<file path="src/rtl/apb_arb_pkg.sv">
// Shared types and constants for the APB request arbiter: bus widths,
// the transfer-phase state encoding and the default access timeout.
package apb_arb_pkg;

    localparam int APB_DW                 = 32;
    localparam int APB_AW                 = 32;
    localparam int TIMEOUT_CYCLES_DEFAULT = 1024;

    // Phases of one APB transfer as seen by the arbiter.
    typedef enum logic [1:0] {
        ST_IDLE   = 2'd0,
        ST_SETUP  = 2'd1,
        ST_ACCESS = 2'd2,
        ST_DONE   = 2'd3
    } apb_state_e;

    // Width of an index into n requesters; never zero, so single-requester
    // builds still get a legal vector.
    function automatic int idx_width(input int n);
        return (n > 1) ? $clog2(n) : 1;
    endfunction

endpackage

</file>
<file path="src/rtl/apb_req_arbiter_if.sv">
// Requester-side and APB-side signals of the arbiter, bundled so the
// arbiter and its environment connect through a single port.
interface apb_req_arbiter_if #(
    parameter int NUM_REQ = 2
);
    import apb_arb_pkg::*;

    // Requester side: packed per-requester fields, requester k at slice k.
    logic [NUM_REQ-1:0]        i_req_valid;
    logic [NUM_REQ-1:0]        i_req_write;
    logic [NUM_REQ*APB_AW-1:0] i_req_addr;
    logic [NUM_REQ*APB_DW-1:0] i_req_wdata;
    logic [NUM_REQ-1:0]        o_req_ack;
    logic [APB_DW-1:0]         o_rsp_rdata;
    logic                      o_rsp_err;
    logic [NUM_REQ-1:0]        o_grant;

    // APB master side.
    logic                      o_apb_psel;
    logic                      o_apb_penable;
    logic                      o_apb_pwrite;
    logic [APB_AW-1:0]         o_apb_paddr;
    logic [APB_DW-1:0]         o_apb_pwdata;
    logic                      i_apb_pready;
    logic                      i_apb_pserr;
    logic [APB_DW-1:0]         i_apb_prdata;

    // The arbiter drives requests onto APB.
    modport master (
        input  i_req_valid, i_req_write, i_req_addr, i_req_wdata,
        output o_req_ack, o_rsp_rdata, o_rsp_err, o_grant,
        output o_apb_psel, o_apb_penable, o_apb_pwrite, o_apb_paddr, o_apb_pwdata,
        input  i_apb_pready, i_apb_pserr, i_apb_prdata
    );

    // Requesters plus APB slave: the mirror image of the arbiter.
    modport slave (
        output i_req_valid, i_req_write, i_req_addr, i_req_wdata,
        input  o_req_ack, o_rsp_rdata, o_rsp_err, o_grant,
        input  o_apb_psel, o_apb_penable, o_apb_pwrite, o_apb_paddr, o_apb_pwdata,
        output i_apb_pready, i_apb_pserr, i_apb_prdata
    );

endinterface

</file>
<file path="src/rtl/rr_arbiter.sv">
// Round-robin grant: combinational pick over the request vector starting
// at a registered pointer; the pointer moves past the winner when the
// grant is taken, so the winner becomes lowest priority next time.
module rr_arbiter
    import apb_arb_pkg::*;
#(
    parameter int NUM_REQ = 2,
    parameter int IDX_W   = idx_width(NUM_REQ)
) (
    input  logic               clk,
    input  logic               rst_n,
    input  logic [NUM_REQ-1:0] req,
    input  logic               grant_take,
    output logic [NUM_REQ-1:0] grant,
    output logic [IDX_W-1:0]   grant_idx,
    output logic               req_any
);

    // Index where the next search begins; 0 after reset so requester 0
    // wins the first contest.
    logic [IDX_W-1:0] ptr_q;
    logic [IDX_W-1:0] ptr_next;
    logic [IDX_W:0]   cand_sum;
    logic [IDX_W-1:0] cand;

    // Pick the first requesting index at or after the pointer, wrapping.
    always_comb begin
        // NOTE: every output gets a default before the loop; a path that
        // skips an assignment in always_comb would infer a latch.
        grant     = '0;
        grant_idx = '0;
        req_any   = 1'b0;
        cand_sum  = '0;
        cand      = '0;
        for (int i = 0; i < NUM_REQ; i++) begin
            cand_sum = {1'b0, ptr_q} + (IDX_W+1)'(i);
            if (cand_sum >= (IDX_W+1)'(NUM_REQ)) begin
                cand_sum = cand_sum - (IDX_W+1)'(NUM_REQ);
            end
            cand = cand_sum[IDX_W-1:0];
            if (!req_any && req[cand]) begin
                req_any     = 1'b1;
                grant[cand] = 1'b1;
                grant_idx   = cand;
            end
        end
    end

    // Slot after the current winner, wrapping at NUM_REQ.
    always_comb begin
        if (grant_idx == IDX_W'(NUM_REQ - 1)) begin
            ptr_next = '0;
        end else begin
            ptr_next = grant_idx + IDX_W'(1);
        end
    end

    // Advance the search pointer only when the grant is actually used.
    always_ff @(posedge clk or negedge rst_n) begin
        if (!rst_n) begin
            ptr_q <= '0;
        end else if (grant_take) begin
            // NOTE: sequential state uses non-blocking assignment so every
            // flop samples pre-edge values regardless of statement order.
            ptr_q <= ptr_next;
        end
    end

endmodule

</file>
<file path="src/rtl/apb_req_arbiter.sv">
// Shares one APB master port among NUM_REQ register-access requesters.
// A granted request is registered onto APB, run through SETUP and ACCESS
// (bounded by an access timeout), and answered with a one-cycle ack that
// carries the captured read data and error flag.
module apb_req_arbiter
    import apb_arb_pkg::*;
#(
    parameter int NUM_REQ        = 2,
    parameter int TIMEOUT_CYCLES = TIMEOUT_CYCLES_DEFAULT
) (
    input  logic              i_apb_clk,
    input  logic              i_apb_rst_n,
    apb_req_arbiter_if.master bus
);

    localparam int IDX_W = idx_width(NUM_REQ);
    localparam int CNT_W = $clog2(TIMEOUT_CYCLES);
    localparam logic [CNT_W-1:0] CNT_LAST = CNT_W'(TIMEOUT_CYCLES - 1);

    if (TIMEOUT_CYCLES < 2 || TIMEOUT_CYCLES > 65535) begin : g_bad_timeout
        $error("apb_req_arbiter: TIMEOUT_CYCLES must be within 2..65535");
    end

    apb_state_e          state_q;
    apb_state_e          state_d;

    logic [NUM_REQ-1:0]  grant_q;
    logic [CNT_W-1:0]    cnt_q;
    logic                pwrite_q;
    logic [APB_AW-1:0]   paddr_q;
    logic [APB_DW-1:0]   pwdata_q;
    logic [APB_DW-1:0]   rdata_q;
    logic                err_q;

    logic                take_req;
    logic                capture_rsp;
    logic                timed_out;

    logic [NUM_REQ-1:0]  rr_grant;
    logic [IDX_W-1:0]    rr_idx;
    logic                rr_any;

    logic [APB_AW-1:0]   req_addr  [NUM_REQ];
    logic [APB_DW-1:0]   req_wdata [NUM_REQ];

    // Unpack the per-requester fields so the winner can be selected by index.
    for (genvar k = 0; k < NUM_REQ; k++) begin : g_unpack
        assign req_addr[k]  = bus.i_req_addr[k*APB_AW +: APB_AW];
        assign req_wdata[k] = bus.i_req_wdata[k*APB_DW +: APB_DW];
    end

    rr_arbiter #(
        .NUM_REQ (NUM_REQ),
        .IDX_W   (IDX_W)
    ) u_rr (
        .clk        (i_apb_clk),
        .rst_n      (i_apb_rst_n),
        .req        (bus.i_req_valid),
        .grant_take (take_req),
        .grant      (rr_grant),
        .grant_idx  (rr_idx),
        .req_any    (rr_any)
    );

    // Next-phase decision plus the one-cycle strobes that steer the datapath.
    always_comb begin
        state_d     = state_q;
        take_req    = 1'b0;
        capture_rsp = 1'b0;
        timed_out   = 1'b0;
        unique case (state_q)
            ST_IDLE: begin
                if (rr_any) begin
                    take_req = 1'b1;
                    state_d  = ST_SETUP;
                end
            end
            ST_SETUP: begin
                state_d = ST_ACCESS;
            end
            ST_ACCESS: begin
                // A slave answer on the last allowed cycle beats the timeout.
                if (bus.i_apb_pready) begin
                    capture_rsp = 1'b1;
                    state_d     = ST_DONE;
                end else if (cnt_q == CNT_LAST) begin
                    timed_out = 1'b1;
                    state_d   = ST_DONE;
                end
            end
            ST_DONE: begin
                state_d = ST_IDLE;
            end
            default: begin
                state_d = ST_IDLE;
            end
        endcase
    end

    // Phase register.
    always_ff @(posedge i_apb_clk or negedge i_apb_rst_n) begin
        if (!i_apb_rst_n) begin
            state_q <= ST_IDLE;
        end else begin
            state_q <= state_d;
        end
    end

    // Register the winning request; the copy lets the requester drop valid
    // mid-transfer. APB fields hold their values between transfers.
    always_ff @(posedge i_apb_clk or negedge i_apb_rst_n) begin
        if (!i_apb_rst_n) begin
            grant_q  <= '0;
            pwrite_q <= 1'b0;
            paddr_q  <= '0;
            pwdata_q <= '0;
        end else if (take_req) begin
            grant_q  <= rr_grant;
            pwrite_q <= bus.i_req_write[rr_idx];
            paddr_q  <= req_addr[rr_idx];
            pwdata_q <= req_wdata[rr_idx];
        end else if (state_q == ST_DONE) begin
            grant_q  <= '0;
        end
    end

    // Count ACCESS cycles; held at zero elsewhere so every ACCESS starts at 0.
    always_ff @(posedge i_apb_clk or negedge i_apb_rst_n) begin
        if (!i_apb_rst_n) begin
            cnt_q <= '0;
        end else if (state_q == ST_ACCESS) begin
            cnt_q <= cnt_q + CNT_W'(1);
        end else begin
            cnt_q <= '0;
        end
    end

    // Capture the response; err is only ever high during the DONE cycle,
    // while read data keeps its last value.
    always_ff @(posedge i_apb_clk or negedge i_apb_rst_n) begin
        if (!i_apb_rst_n) begin
            rdata_q <= '0;
            err_q   <= 1'b0;
        end else if (capture_rsp) begin
            rdata_q <= bus.i_apb_prdata;
            err_q   <= bus.i_apb_pserr;
        end else if (timed_out) begin
            rdata_q <= '0;
            err_q   <= 1'b1;
        end else begin
            err_q   <= 1'b0;
        end
    end

    assign bus.o_apb_psel    = (state_q == ST_SETUP) || (state_q == ST_ACCESS);
    assign bus.o_apb_penable = (state_q == ST_ACCESS);
    assign bus.o_apb_pwrite  = pwrite_q;
    assign bus.o_apb_paddr   = paddr_q;
    assign bus.o_apb_pwdata  = pwdata_q;
    assign bus.o_grant       = grant_q;
    assign bus.o_req_ack     = (state_q == ST_DONE) ? grant_q : '0;
    assign bus.o_rsp_rdata   = rdata_q;
    assign bus.o_rsp_err     = err_q;

endmodule

</file>
<file path="src/flat_wrapper.sv">
// flat-port wrapper written by rule: the top's interface ports become plain ports
module apb_req_arbiter_flat import apb_arb_pkg::*;
#(
    parameter int NUM_REQ        = 2,
    parameter int TIMEOUT_CYCLES = TIMEOUT_CYCLES_DEFAULT
)
  (i_apb_clk, i_apb_rst_n, bus_i_req_valid, bus_i_req_write, bus_i_req_addr, bus_i_req_wdata, bus_o_req_ack, bus_o_rsp_rdata, bus_o_rsp_err, bus_o_grant, bus_o_apb_psel, bus_o_apb_penable, bus_o_apb_pwrite, bus_o_apb_paddr, bus_o_apb_pwdata, bus_i_apb_pready, bus_i_apb_pserr, bus_i_apb_prdata);
  apb_req_arbiter_if #(.NUM_REQ(NUM_REQ)) bus_i ();
  input  logic i_apb_clk;
  input  logic i_apb_rst_n;
  input wire logic [$bits(bus_i.i_req_valid)-1:0] bus_i_req_valid;
  input wire logic [$bits(bus_i.i_req_write)-1:0] bus_i_req_write;
  input wire logic [$bits(bus_i.i_req_addr)-1:0] bus_i_req_addr;
  input wire logic [$bits(bus_i.i_req_wdata)-1:0] bus_i_req_wdata;
  output wire logic [$bits(bus_i.o_req_ack)-1:0] bus_o_req_ack;
  output wire logic [$bits(bus_i.o_rsp_rdata)-1:0] bus_o_rsp_rdata;
  output wire logic [$bits(bus_i.o_rsp_err)-1:0] bus_o_rsp_err;
  output wire logic [$bits(bus_i.o_grant)-1:0] bus_o_grant;
  output wire logic [$bits(bus_i.o_apb_psel)-1:0] bus_o_apb_psel;
  output wire logic [$bits(bus_i.o_apb_penable)-1:0] bus_o_apb_penable;
  output wire logic [$bits(bus_i.o_apb_pwrite)-1:0] bus_o_apb_pwrite;
  output wire logic [$bits(bus_i.o_apb_paddr)-1:0] bus_o_apb_paddr;
  output wire logic [$bits(bus_i.o_apb_pwdata)-1:0] bus_o_apb_pwdata;
  input wire logic [$bits(bus_i.i_apb_pready)-1:0] bus_i_apb_pready;
  input wire logic [$bits(bus_i.i_apb_pserr)-1:0] bus_i_apb_pserr;
  input wire logic [$bits(bus_i.i_apb_prdata)-1:0] bus_i_apb_prdata;
  assign bus_i.i_req_valid = bus_i_req_valid;
  assign bus_i.i_req_write = bus_i_req_write;
  assign bus_i.i_req_addr = bus_i_req_addr;
  assign bus_i.i_req_wdata = bus_i_req_wdata;
  assign bus_o_req_ack = bus_i.o_req_ack;
  assign bus_o_rsp_rdata = bus_i.o_rsp_rdata;
  assign bus_o_rsp_err = bus_i.o_rsp_err;
  assign bus_o_grant = bus_i.o_grant;
  assign bus_o_apb_psel = bus_i.o_apb_psel;
  assign bus_o_apb_penable = bus_i.o_apb_penable;
  assign bus_o_apb_pwrite = bus_i.o_apb_pwrite;
  assign bus_o_apb_paddr = bus_i.o_apb_paddr;
  assign bus_o_apb_pwdata = bus_i.o_apb_pwdata;
  assign bus_i.i_apb_pready = bus_i_apb_pready;
  assign bus_i.i_apb_pserr = bus_i_apb_pserr;
  assign bus_i.i_apb_prdata = bus_i_apb_prdata;
  apb_req_arbiter #(.NUM_REQ(NUM_REQ), .TIMEOUT_CYCLES(TIMEOUT_CYCLES)) u_core (.i_apb_clk(i_apb_clk), .i_apb_rst_n(i_apb_rst_n), .bus(bus_i));
endmodule
</file>
<file path="config.mk">
export PLATFORM = sky130hd
export DESIGN_NAME = apb_req_arbiter_flat
export DESIGN_NICKNAME = d
export VERILOG_FILES = /design/src/rtl/apb_arb_pkg.sv /design/src/rtl/apb_req_arbiter_if.sv /design/src/rtl/rr_arbiter.sv /design/src/rtl/apb_req_arbiter.sv /design/src/flat_wrapper.sv
export SDC_FILE = /design/constraint.sdc
export NUM_CORES = 1
export LEC_CHECK = 0
export CORE_MARGIN = 4
export CORE_UTILIZATION = 30
export DETAILED_ROUTE_END_ITERATION = 10
export DONT_BUFFER_PORTS = 1
export GPL_ROUTABILITY_DRIVEN = 0
export PLACE_DENSITY_LB_ADDON = 0.08
export SETUP_SLACK_MARGIN = 0.3
export SLEW_MARGIN = 20
export SYNTH_ARGS = -nofsm -noshare
export SYNTH_HDL_FRONTEND = slang
export SYNTH_SLANG_ARGS = --single-unit
</file>
<file path="constraint.sdc">
create_clock -name i_apb_clk -period 1.6 [get_ports i_apb_clk]
set_input_delay 0.32 -clock i_apb_clk [delete_from_list [all_inputs] [get_ports i_apb_clk]]
set_output_delay 0.32 -clock i_apb_clk [all_outputs]
set_load 0.02 [all_outputs]
</file>
Yosys cells after proc, flatten, opt, wreduce, memory -nomap -nowiden
Cells that the tools add are included.
- register bits after elaboration: 113
- logic and storage cells: 83
- $add $sub $neg: 5
- magnitude comparators: 8
- eq/ne operators: 6
- muxes and demuxes: 44
- bitwise gates (word level): 2
- reduce and logical (&&, ||, !) cells: 9
- operator list (cell ; count):
    $mux W32 ; 8
    $mux W1 ; 24
    $mux W2 ; 8
    $add A10 B1 Y10 const B ; 1
    $eq A10 B10 Y1 const B ; 1
    $mux W10 ; 1
    $pmux W2 S4 ; 1
    $lt A1 B2 Y1 const B ; 3
    $eq A2 B2 Y1 const B ; 2
    $ge A2 B2 Y1 const B ; 2
    $reduce_bool A2 Y1 ; 2
    $logic_and A1 B1 Y1 ; 3
    $ne A3 B1 Y1 const B ; 1
    $add A1 B1 Y2 const B ; 1
    $demux W1 S1 ; 2
    $eq A2 B1 Y1 const B ; 1
    $ge A1 B1 Y1 const B ; 2
    $ge A1 B2 Y1 const B ; 1
    $logic_not A2 Y1 ; 1
    $ne A2 B1 Y1 const B ; 1
    $not A1 Y2 ; 1
    $or A2 B2 Y2 ; 1
    $reduce_and A2 Y1 ; 1
    $sub A1 B1 Y1 const B ; 2
    other kinds (3) ; 3

Logic depth before layout (Yosys ltp)
Gate-level depths: netlist of the first run.
- depth after elaboration: 12
- depth in mapped cells: 7

Cells and area by module
A second synthesis of the first run with hierarchy kept.
- cells, all modules: 435
- area, all modules: 4959.8 um2
- by module, submodules not included (module ; instances ; cells each ; area each (um2)):
    apb_req_arbiter ; 1 ; 427 ; 4869.7
    rr_arbiter ; 1 ; 8 ; 90.1

Worst setup path before layout of the first run
OpenSTA, ideal clock, no wires.
- path type: register to register
- from: register u_core.state_q[0]
- to: register u_core.rdata_q[22] (netlist: u_core.bus.o_rsp_rdata[22])
- data arrival time: 1526 ps
- data required time: 1484 ps
- slack: -41 ps
- stages on the path, launching flop included: 8
- path buffers: 2
- cell sequence: dfrtp_1 -> inv_1 -> ha_1 -> and2_1 -> clkbuf_1 -> buf_2 -> nand2_1 -> o311ai_0
- longest elaborated chain between the ends: 3
- elaborated cells between the ends (all ways): 5
- RTL lines (what ; RTL line ; RTL):
    start, declared ; apb_req_arbiter.sv:24 ; apb_state_e state_q;
    start signal, assigned ; apb_req_arbiter.sv:105 ; state_q <= state_d;
    $eq A2 B2 Y1 * ; - ;
    net bus_o_apb_penable ; flat_wrapper.sv:20 ; output wire logic [$bits(bus_i.o_apb_penable)-1:0] bus_o_apb_penable;
    $mux W1 ; apb_req_arbiter.sv:71 ; unique case (state_q)
    $mux W32 / $reduce_bool A2 Y1 (equally long branches) ; - ;
    end signal, assigned ; apb_req_arbiter.sv:145 ; rdata_q <= bus.i_apb_prdata;
    end, declared ; apb_req_arbiter.sv:32 ; logic [APB_DW-1:0] rdata_q;
The timed path passes the listed nets; every way through them passes the cells marked *.
A chain may end at the register's enable or synchronous reset.

Final worst setup path of the first run
- from: register u_core.state_q[0]
- to: register u_core.rdata_q[20] (netlist: u_core.bus.o_rsp_rdata[20])
- longest elaborated chain between the ends: 3
- elaborated cells between the ends (all ways): 5
- RTL lines (what ; RTL line):
    $eq A2 B2 Y1 * ; apb_req_arbiter.sv:71
    $mux W1 ; apb_req_arbiter.sv:71
    $mux W32 / $reduce_bool A2 Y1 (equally long branches) ; -
Every way passes the cells marked *; elsewhere a longest branch is shown, timed or not.

==> metrics.md, run 1 <==
| Metric | Value |
|---|---|
| Status | finished with violations |
| Failing checks | hold timing |
| DP Wirelength | 11,400 um |
| Worst Setup End Kind | flop |
| Area leader, netlist | dfrtp_1 |
| GRT Resource Usage Total | 0.189 |
| Number of buffers created by CTS | 17 |
| Clk slew on worst S/H paths | 60 ps |
| Post-synthesis sequential area ratio | 0.498 |
| Clock sink count | 113 |
| Final WL | 21,600 um |
| Clock Latency Late Sink | approximately 420 ps |
| Total power | 0.0211 W |
| Hold WC Path Type | in2async |
| Via/cell ratio | 5.60 |
| YS warnings | 0 |
| Clock tree buffer depth | 2 |
| DRT antenna net count | 0 |
| Fin crit share | 0.992 |
| Leak | 3.45 nW |
| Die width | 146 um |
| Die H | about 150 um |
| Vias in the first global route | 5,086 |
| Largest net degree at the start of global routing | 114 |
| Slew HR | 0.685 |
| Fin nets | 847 |
| Final setup vio count | 0 |
| Post-synth EDFFs | 0 |
| FMAX | 0.630 GHz |
| Clock skew | approximately 10 ps |
| Area of the die | about 0.021 mm^2 |
| Worst Setup Start Kind | flop |
| Worst r2r src | u_core.state_q[0] |
| Post-Syn Instances | 628 |
| Async SR Flop Fraction | 1.00 |
| Finished Layout Cells | 921 |
| Layout cells sized above 1 | 0.406 |
| FP Rows | 50 |
| Total nets after synthesis | 801 |
| DR WL/cell | 23.5 um |
| Pre-antenna DRT Iters | 4 |
| I/O Pins | 272 |
| DR vias | about 5,200 |
| Initial antenna violation count | 0 |
| Hold Vio Cnt, Final | between 100 and 150 |
| Tmin final | roughly 1600 ps |
| Area Overhead vs Synth | 58.7% |
| CTS tree | built |
| Cell variety after synth | 41 |
| Max-slew violation count | 0 |
| Starting Density | 0.305 |
| Yosys top cell area share | 0.498 |
| Actual transition at the worst max-transition pin | 473 ps |
| Max cap viols | 0 |
| Crit path kind | reg2reg |
| Core box area | 0.0186 mm^2 |
| Synth top area cells | dfrtp_1 50%, nand3b_1 8.6%, a31oi_1 7.3%, o21ai_0 4.9%, nor2_1 4.7% |
| Inst Count DP | 818 |
| Hold_ws | -405 ps |
| I/O Buffers | 0 |
| Cell Pwr Density | 2340 mW/mm^2 |
| Ys flop type | dfrtp_1 |
| DRC viols | 0 |
| Gr ovfl total | 0 |
| First-pass GRT wire length | 31,400 um |
| Syn_area_per_cell | 9.04 um^2 |
| #FFs+latches synth | 113 |
| Root buffer selected by CTS | clkbuf_16 |
| Antenna diodes | 0 |
| Synthesized cell area | 0.00568 mm^2 |
| Htree depth | 4 |
| Worst Path Max Fanout | 4 |
| Unrepaired setup endpoints after global routing | true |
| Required time of the critical path | 1890 ps |
| Crit path launch | u_core.state_q[0] |
| Arr. time, crit path | 1880 ps |
| Initial DRC Count | between 200 and 250 |
| VDD IR max | 0.00116 V |
[timing repair]
action | 4_1_cts | 5_1_grt
hold endpoints to repair | 113 | 113
cloned | 24 | 3
gates resized for setup | 126 | 169
endpoints found under the setup margin | 111 | 122
pin swaps | 18 | 10
setup buffers | 33 | 11
[sequential cells by signal, summed over array words and instances (netlist names)]
name,count
u_core.bus.o_apb_paddr,32
u_core.bus.o_apb_pwdata,32
u_core.bus.o_rsp_rdata,32
u_core.cnt_q,10
u_core.bus.o_grant,2
u_core.state_q,2
u_core.bus.o_apb_pwrite,1
u_core.bus.o_rsp_err,1
u_core.u_rr.ptr_q,1
[metrics by stage]
stage | TNS (ps) | setup WS, ps | cell area (um^2) | util
5_1_grt | -397 | -51.5 | 9010 | 0.483
6_report | 0 | 12.6 | 9010 | 0.483
2_1_floorplan | 0 | 242 | 5790 | -
4_1_cts | 0 | 2.13 | 7860 | 0.422
3_3_place_gp | 0 | 131 | 5950 | 0.319
3_5_place_dp | 0 | 95.0 | 5950 | 0.319
[per-layer routing]
| metal | part of all wire | vias to the layer above | GRT usage |
|---|---|---|---|
| li1 | - | 2352 | - |
| met1 | 0.38 | 2580 | 0.219 |
| met2 | 0.52 | 195 | 0.318 |
| met5 | 0 | - | 0 |
| met4 | 0.024 | 0 | 0.0703 |
| met3 | 0.081 | 31 | 0.0760 |
[final cells by class]
class	instances	area [um^2]
clock buffer	19	443
sequential	113	2840
multi-input combinational	420	3680
timing repair buffer	81	1390
clock inverter	13	210
tap	234	293
inverter	41	158
fill	1698	9630
[kinds of logic after synthesis]
family          share of synthesized area
flops                               0.498
fa+ha+maj                          0.0110
simple gates                        0.205
buf+inv                            0.0743
xor+xnor                          0.00463
mux                               0.00353
compound gates                      0.203
[synth_stat cells (3+ instances only)]
master / instances
a21oi_1: 6
a31oi_1: 66
and2_1: 5
buf_1: 6
buf_2: 17
buf_6: 3
clkbuf_1: 27
dfrtp_1: 113
ha_1: 5
inv_1: 40
nand2_1: 67
nand3_1: 3
nand3b_1: 65
nor2_1: 71
o21ai_0: 56
o21ai_1: 13
o311ai_0: 29
o311ai_1: 3
or3_1: 3
[critical path: stages (launching register included)]
cell	delay, ps
dfrtp_1	400
inv_2	120
ha_4	180
buf_6	120
clkinvlp_4	150
buf_8	190
clkbuf_16	160
nand2_1	60
o311ai_1	90
[path summary, 6_finish.rpt]
kind | end | slack [ps] | cells after the start
setup / recovery | u_core.bus.o_rsp_rdata[20] | 10 | 8
hold / removal | u_core.cnt_q[6] | -400 | 0
setup reg to reg | u_core.bus.o_rsp_rdata[20] | 10 | 8
hold reg to reg | u_core.u_rr.ptr_q | 500 | 1
max in group asynchronous | u_core.bus.o_apb_pwdata[8] | 1710 | 0
min in group i_apb_clk | u_core.bus.o_rsp_rdata[6] | 30 | 1
[where the power goes]
| part | leakage [nW] | switching, W | total (W) | internal, W |
|---|---|---|---|---|
| Sequential | 1.27 | 0.00312 | 0.00727 | 0.00416 |
| Combinational | 1.87 | 0.00421 | 0.00955 | 0.00534 |
| Clock | 0.313 | 0.00142 | 0.00423 | 0.00281 |
| Total | 3.45 | 0.00875 | 0.0211 | 0.0123 |
[cell usage in the layout (no fill, tap or decap), types with 14 or more instances in the layout]
master	Yosys	final
nand2_4	0	24
buf_12	0	15
inv_1	40	37
a31oi_1	66	49
a31oi_4	0	16
buf_6	3	22
nand2_1	67	38
clkbuf_16	0	20
o21ai_0	56	54
o21ai_1	13	14
nand3b_1	65	65
nor2_4	0	41
buf_16	0	22
buf_4	2	16
dfrtp_1	113	107
nor2_2	0	18
Power figures use the tool's default switching activity.
==> run 2, diff against run 1 <==
--- a/config.mk
+++ b/config.mk
@@ -10,6 +10,7 @@
 export DETAILED_ROUTE_END_ITERATION = 10
 export DONT_BUFFER_PORTS = 1
 export GPL_ROUTABILITY_DRIVEN = 0
+export GPL_TIMING_DRIVEN = 0
 export PLACE_DENSITY_LB_ADDON = 0.08
 export SETUP_SLACK_MARGIN = 0.3
 export SLEW_MARGIN = 20
==> metrics.md, run 2 (synthesis results as in run 1) <==
| Metric | Value |
|---|---|
| Status | finished with violations |
| Failing checks | hold timing, setup timing |
| Max-slew violation count | 0 (unchanged) |
| Cell Pwr Density | 2200 mW/mm^2 (-5.7%) |
| Fin nets | 883 (+4.3%) |
| Worst Setup End Kind | flop |
| Worst Path Max Fanout | 5 (+1) |
| Fill cell count | 1,747 (+2.9%) |
| Number of buffers created by CTS | 17 (unchanged) |
| Hold WC Path Type | in2async |
| Initial DRC Count | 190 (-10%) |
| Gr ovfl total | 0 (unchanged) |
| Required time of the critical path | 1890 ps (about the same) |
| Worst r2r src | u_core.state_q[0] |
| Crit path kind | reg2reg |
| Max stage delay on crit path | 420 ps (+20 ps) |
| Core Util, Final | 0.466 (-0.0177) |
| Tmin final | 1610 ps (+18.2 ps) |
| I/O Buffers | 0 (unchanged) |
| Die H | 146 um (unchanged) |
| Reg2reg setup slack | -6 ps (-20 ps) |
| DRT antenna net count | 0 (unchanged) |
| CTS tree | built |
| Actual transition at the worst max-transition pin | 843 ps (+370 ps) |
| Layout cells sized above 1 | 0.337 (-0.0686) |
| R2R depth | 8 (unchanged) |
| Final setup vio count | 9 (+9) |
| DRC viols | 0 (unchanged) |
| Fin crit share | 1.00 (+0.0114) |
| Leak | 3.55 nW (+2.9%) |
| GRT Resource Usage Total | 0.187 (-0.00190) |
| Vias in the first global route | 5,240 (+3.0%) |
| Core box area | 0.0186 mm^2 (unchanged) |
| I/O Pins | 272 (unchanged) |
| Most frequent cells in the layout | 110 x dfrtp_1, 65 x nand3b_1, 55 x a31oi_1 |
| Most Frequent Cell on Critical Path | buf_8 |
| Worst Setup Start Kind | flop |
| Hold Vio Cnt, Final | 113 (unchanged) |
| Via/cell ratio | 5.47 (-2.3%) |
| Final WL | 21,000 um (-3.1%) |
| Final worst setup slack | -5.57 ps (-18.2 ps) |
| Area Overhead vs Synth | 52.9% |
| Unrepaired setup endpoints after global routing | true |
| FP Rows | 50 (unchanged) |
| Die width | 146 um (unchanged) |
| FMAX | 0.623 GHz (-1.1%) |
| Hold_ws | -398 ps (+7.02 ps) |
| Worst r2r dst | u_core.bus.o_apb_pwdata[14] |
| Slowest-stage cell, CP | dfrtp_1 |
| Reg area | 0.00283 mm^2 (-0.13%) |
| DR vias | 5,246 (+1.7%) |
| Clock tree buffer depth | 2 (unchanged) |
| Clock sink count | 113 (unchanged) |
| Pre-antenna DRT Iters | 7 (+3) |
| Most common cell after layout, fill and taps aside | dfrtp_1 |
| Clock Latency Late Sink | 420 ps (about the same) |
| VDD IR max | 0.000831 V (-28%) |
| Pre-CTS WS | -113 ps (-208 ps) |
| Multi-input logic area | 0.00323 mm^2 (-12%) |
| Clk slew on worst S/H paths | 50 ps (about the same) |
| First-pass GRT wire length | 31,100 um (-0.88%) |
| Starting Density | 0.305 (unchanged) |
| Worst path cell trace | inv_2, ha_4, o21a_4, buf_12, buf_16, buf_8, buf_8, a31oi_1 |
| Root buffer selected by CTS | clkbuf_16 |
| Slew HR | 0.438 (-0.247) |
| Initial antenna violation count | 3 (+3) |
| DP Wirelength | 13,700 um (+20%) |
| Max cap viols | 0 (unchanged) |
| DR WL/cell | 21.9 um (-7.0%) |
| Area of the die | 0.0212 mm^2 (unchanged) |
| Area post-placement | 0.00608 mm^2 (+2.1%) |
| Arr. time, crit path | 1890 ps (about the same) |
| Fin area | 0.00868 mm^2 (-3.7%) |
| Largest net degree at the start of global routing | 114 (unchanged) |
| Clock skew | 8.82 ps (-1.50 ps) |
| Htree depth | 4 (unchanged) |
[run 2: cell count changes in the layout (fill, tap and decap cells not counted), sizes merged, moves of 2 or more]
cell,change
inv,+2
clkinv,-4
clkbuf,+26
diode,+2
dlygate4sd3,+12
and2,-3
[run 2: area by class of cell]
cell class	count	area share
antenna	2	0.000576
buffer	57	0.0661
clock buffer	19	0.0510
clock inverter	13	0.0268
inverter	41	0.0180
multi-input combinational	417	0.372
sequential	113	0.326
tap	234	0.0337
timing repair buffer	63	0.105
[run 2: through the flow]
stage,TNS [ps],std cells,total power (W)
global route,-4300,959,0.0202
floorplan,0,628,0.00975
detailed placement,-2560,862,0.0111
global placement,-1280,862,0.0110
CTS,0,939,0.0180
finish,-30.7,959,0.0191
[run 2: report_power, final]
part | total, W | switching [W] | internal, W | leakage, nW
Clock | 0.00443 | 0.00146 | 0.00297 | 0.316
Sequential | 0.00695 | 0.00280 | 0.00416 | 1.27
Combinational | 0.00776 | 0.00349 | 0.00426 | 1.96
[run 2: how the worst max path moves through the flow]
| stage | startpoint | cells after the start | slack [ps] | endpoint |
|---|---|---|---|---|
| floorplan | u_core.state_q[1] | 5 | 240 | u_core.bus.o_rsp_err |
| global placement | bus_i_req_valid[1] | 5 | -80 | u_core.bus.o_apb_paddr[10] |
| detailed placement | bus_i_req_valid[1] | 5 | -110 | u_core.bus.o_apb_pwdata[6] |
| CTS | u_core.state_q[0] | 2 | 8 | bus_o_apb_psel |
| global route | u_core.state_q[0] | 8 | -90 | u_core.bus.o_apb_paddr[27] |
| finish | u_core.state_q[0] | 8 | -6 | u_core.bus.o_apb_pwdata[14] |
[run 2: critical path, delay by kind of cell (launching register included)]
| kind | cells | cell delay, ps |
|---|---|---|
| AO/OA/AOI/OAI | 2 | 280 |
| flip-flops | 1 | 420 |
| buffers and inverters | 5 | 610 |
| adder cells (fa/ha/maj) | 1 | 170 |
[run 2: what timing repair did]
| action | CTS | global route |
|---|---|---|
| resized for setup | 165 | 99 |
| endpoints found under the setup margin | 116 | 116 |
| hold buffers | 1 | 11 |
| cloned | 15 | 2 |
| pin swaps | 54 | 13 |
| endpoints found under the hold margin | 114 | 124 |
| buffers inserted | 29 | 5 |
[run 2: layer usage]
metal / track usage / vias to the layer above / part of all wire
met5: 0 / - / 0.00062
met4: 0.0660 / 2 / 0.020
met3: 0.0807 / 28 / 0.085
met2: 0.309 / 227 / 0.50
met1: 0.219 / 2591 / 0.39
li1: - / 2398 / -
==> run 3, diff against run 2 <==
--- a/config.mk
+++ b/config.mk
@@ -12,6 +12,7 @@
 export GPL_ROUTABILITY_DRIVEN = 0
 export GPL_TIMING_DRIVEN = 0
 export PLACE_DENSITY_LB_ADDON = 0.08
+export REMOVE_ABC_BUFFERS = 1
 export SETUP_SLACK_MARGIN = 0.3
 export SLEW_MARGIN = 20
 export SYNTH_ARGS = -nofsm -noshare
==> metrics.md, run 3 (synthesis results as in run 1) <==
| Metric | Value |
|---|---|
| DRC viols | 0 (unchanged) |
| Pre-antenna DRT Iters | 6 (-1) |
| Fill cell count | 1,810 (+3.6%) |
| Leak | 3.19 nW (-10%) |
| WL met3 | 2010 um (+13%) |
| DR vias | 5,233 (-0.25%) |
| Status | finished with violations |
| Reg2reg setup slack | 90 ps (+100 ps) |
| Uppermost layer routed | met4 |
| VDD IR max | 0.000837 V (+0.77%) |
| Fin nets | 842 (-4.6%) |
| Clock sink count | 113 (unchanged) |
| Actual transition at the worst max-transition pin | 653 ps (-190 ps) |
| Core box area | 0.0186 mm^2 (unchanged) |
| Layout cells sized above 1 | 0.306 (-0.0310) |
| Setup_tns | 0 ps (+30.7 ps) |
| Clock skew | 7.64 ps (-1.18 ps) |
| Max cap viols | 0 (unchanged) |
| DRT antenna net count | 0 (unchanged) |
| CP top delay family | flip-flops |
| Bufs and invs on worst path | 0 (-5) |
| Via/cell ratio | 5.71 (+4.4%) |
| Htree depth | 4 (unchanged) |
| Hold WC Path Type | in2async |
| Root buffer selected by CTS | clkbuf_16 |
| Pre-CTS WS | -680 ps (-567 ps) |
| I/O Pins | 272 (unchanged) |
| Die width | 146 um (unchanged) |
| Final WL | 24,100 um (+15%) |
| Cell Pwr Density | 2240 mW/mm^2 (+1.6%) |
| Most frequent cells in the layout | 111 x dfrtp_1, 65 x nand3b_1, 64 x a31oi_1 |
| I/O Buffers | 0 (unchanged) |
| Arr. time, crit path | 1230 ps (-660 ps) |
| Hold_ws | -397 ps (+0.905 ps) |
| Largest net degree at the start of global routing | 114 (unchanged) |
| Worst Setup End Kind | output port |
| Tmin final | 1550 ps (-57.4 ps) |
| Area of the die | 0.0212 mm^2 (unchanged) |
| Clk slew on worst S/H paths | 60 ps (about the same) |
| Slew HR | 0.564 (+0.126) |
| Most common cell after layout, fill and taps aside | dfrtp_1 |
| Max-slew violation count | 0 (unchanged) |
| Initial DRC Count | 243 (+28%) |
| CTS tree | built |
| Worst Path Max Fanout | 3 (-2) |
| Initial antenna violation count | 1 (-2) |
| DP Wirelength | 10,500 um (-23%) |
| GRT Resource Usage Total | 0.214 (+0.0269) |
| Clock tree buffer depth | 2 (unchanged) |
| Unrepaired setup endpoints after global routing | true |
| Max stage delay on crit path | 430 ps (about the same) |
| Met1 WL | 9330 um (+13%) |
| Antenna diodes | 0 (-2) |
| Worst Setup Start Kind | flop |
| Die H | 146 um (unchanged) |
| Required time of the critical path | 1280 ps (-610 ps) |
| First-pass GRT wire length | 34,500 um (+11%) |
| Number of buffers created by CTS | 17 (unchanged) |
| FP Rows | 50 (unchanged) |
| Final worst setup slack | 51.8 ps (+57.4 ps) |
| Area Overhead vs Synth | 42.4% |
| Total power | 0.0181 W (-5.4%) |
| FMAX | 0.646 GHz (+3.7%) |
| Routed wl met2 | 12,400 um (+18%) |
| DR WL/cell | 26.3 um (+20%) |
| Slowest-stage cell, CP | dfrtp_2 |
| Clock Latency Late Sink | 410 ps (about the same) |
| Worst path cell trace | ha_2, and2_4 |
| Fin crit share | 0.968 (-0.0359) |
| Final setup vio count | 0 (-9) |
| Starting Density | 0.305 (unchanged) |
| Hold Vio Cnt, Final | 113 (unchanged) |
| Vias in the first global route | 5,350 (+2.1%) |
| Failing checks | hold timing |
| Gr ovfl total | 0 (unchanged) |
| Crit path kind | reg2out |
-- run 3: worst reg2reg max path: cells and delay by family (launching register included) --
family	cells	cell delay, ps
compound gates	2	340
fa+ha+maj	1	170
buf+inv	3	480
flops	1	410
simple gates	1	50
-- run 3: path summary, 6_finish.rpt --
path                                   start                     endpoint  cells after the start
max in group asynchronous        i_apb_rst_n   u_core.bus.o_apb_paddr[31]                      0
min reg2reg                u_core.state_q[0]            u_core.state_q[0]                      1
min in group i_apb_clk       bus_i_apb_pserr         u_core.bus.o_rsp_err                      1
max reg2reg                u_core.state_q[0]  u_core.bus.o_apb_pwdata[31]                      7
min                              i_apb_rst_n   u_core.bus.o_rsp_rdata[23]                      0
max                        u_core.state_q[1]             bus_o_req_ack[0]                      2
-- run 3: layer usage --
| metal | track usage | vias to the layer above |
|---|---|---|
| li1 | - | 2345 |
| met1 | 0.250 | 2609 |
| met2 | 0.376 | 252 |
| met3 | 0.0707 | 27 |
| met4 | 0.0622 | 0 |
| met5 | 0 | - |
-- run 3: repair_timing --
item,in CTS,in global routing
pin swaps,26,8
gates resized for setup,127,105
setup endpoints to repair,116,117
endpoints found under the hold margin,113,113
buffers inserted,31,11
gates cloned,30,6
-- run 3: power by group --
group | leakage (nW) | internal, W | switching (W)
combinational | 1.64 | 0.00369 | 0.00375
clock | 0.276 | 0.00232 | 0.00138
sequential | 1.27 | 0.00415 | 0.00281
-- run 3: area by class of cell --
class	instances	area [um^2]	share of cell area
multi-input combinational	438	3320	0.411
tap	234	293	0.0362
inverter	41	173	0.0214
clock buffer	21	450	0.0557
clock inverter	11	114	0.0141
timing repair buffer	54	842	0.104
timing repair inverter	4	58.8	0.00728
sequential	113	2830	0.350
-- run 3: per-stage QoR --
stage	area, um^2	std cells	utilization
final	8080	916	0.434
after global routing	8080	916	0.434
after CTS	7360	899	0.395
after detailed placement	5740	806	0.308
after global placement	5700	805	0.306
after floorplan	5410	571	-
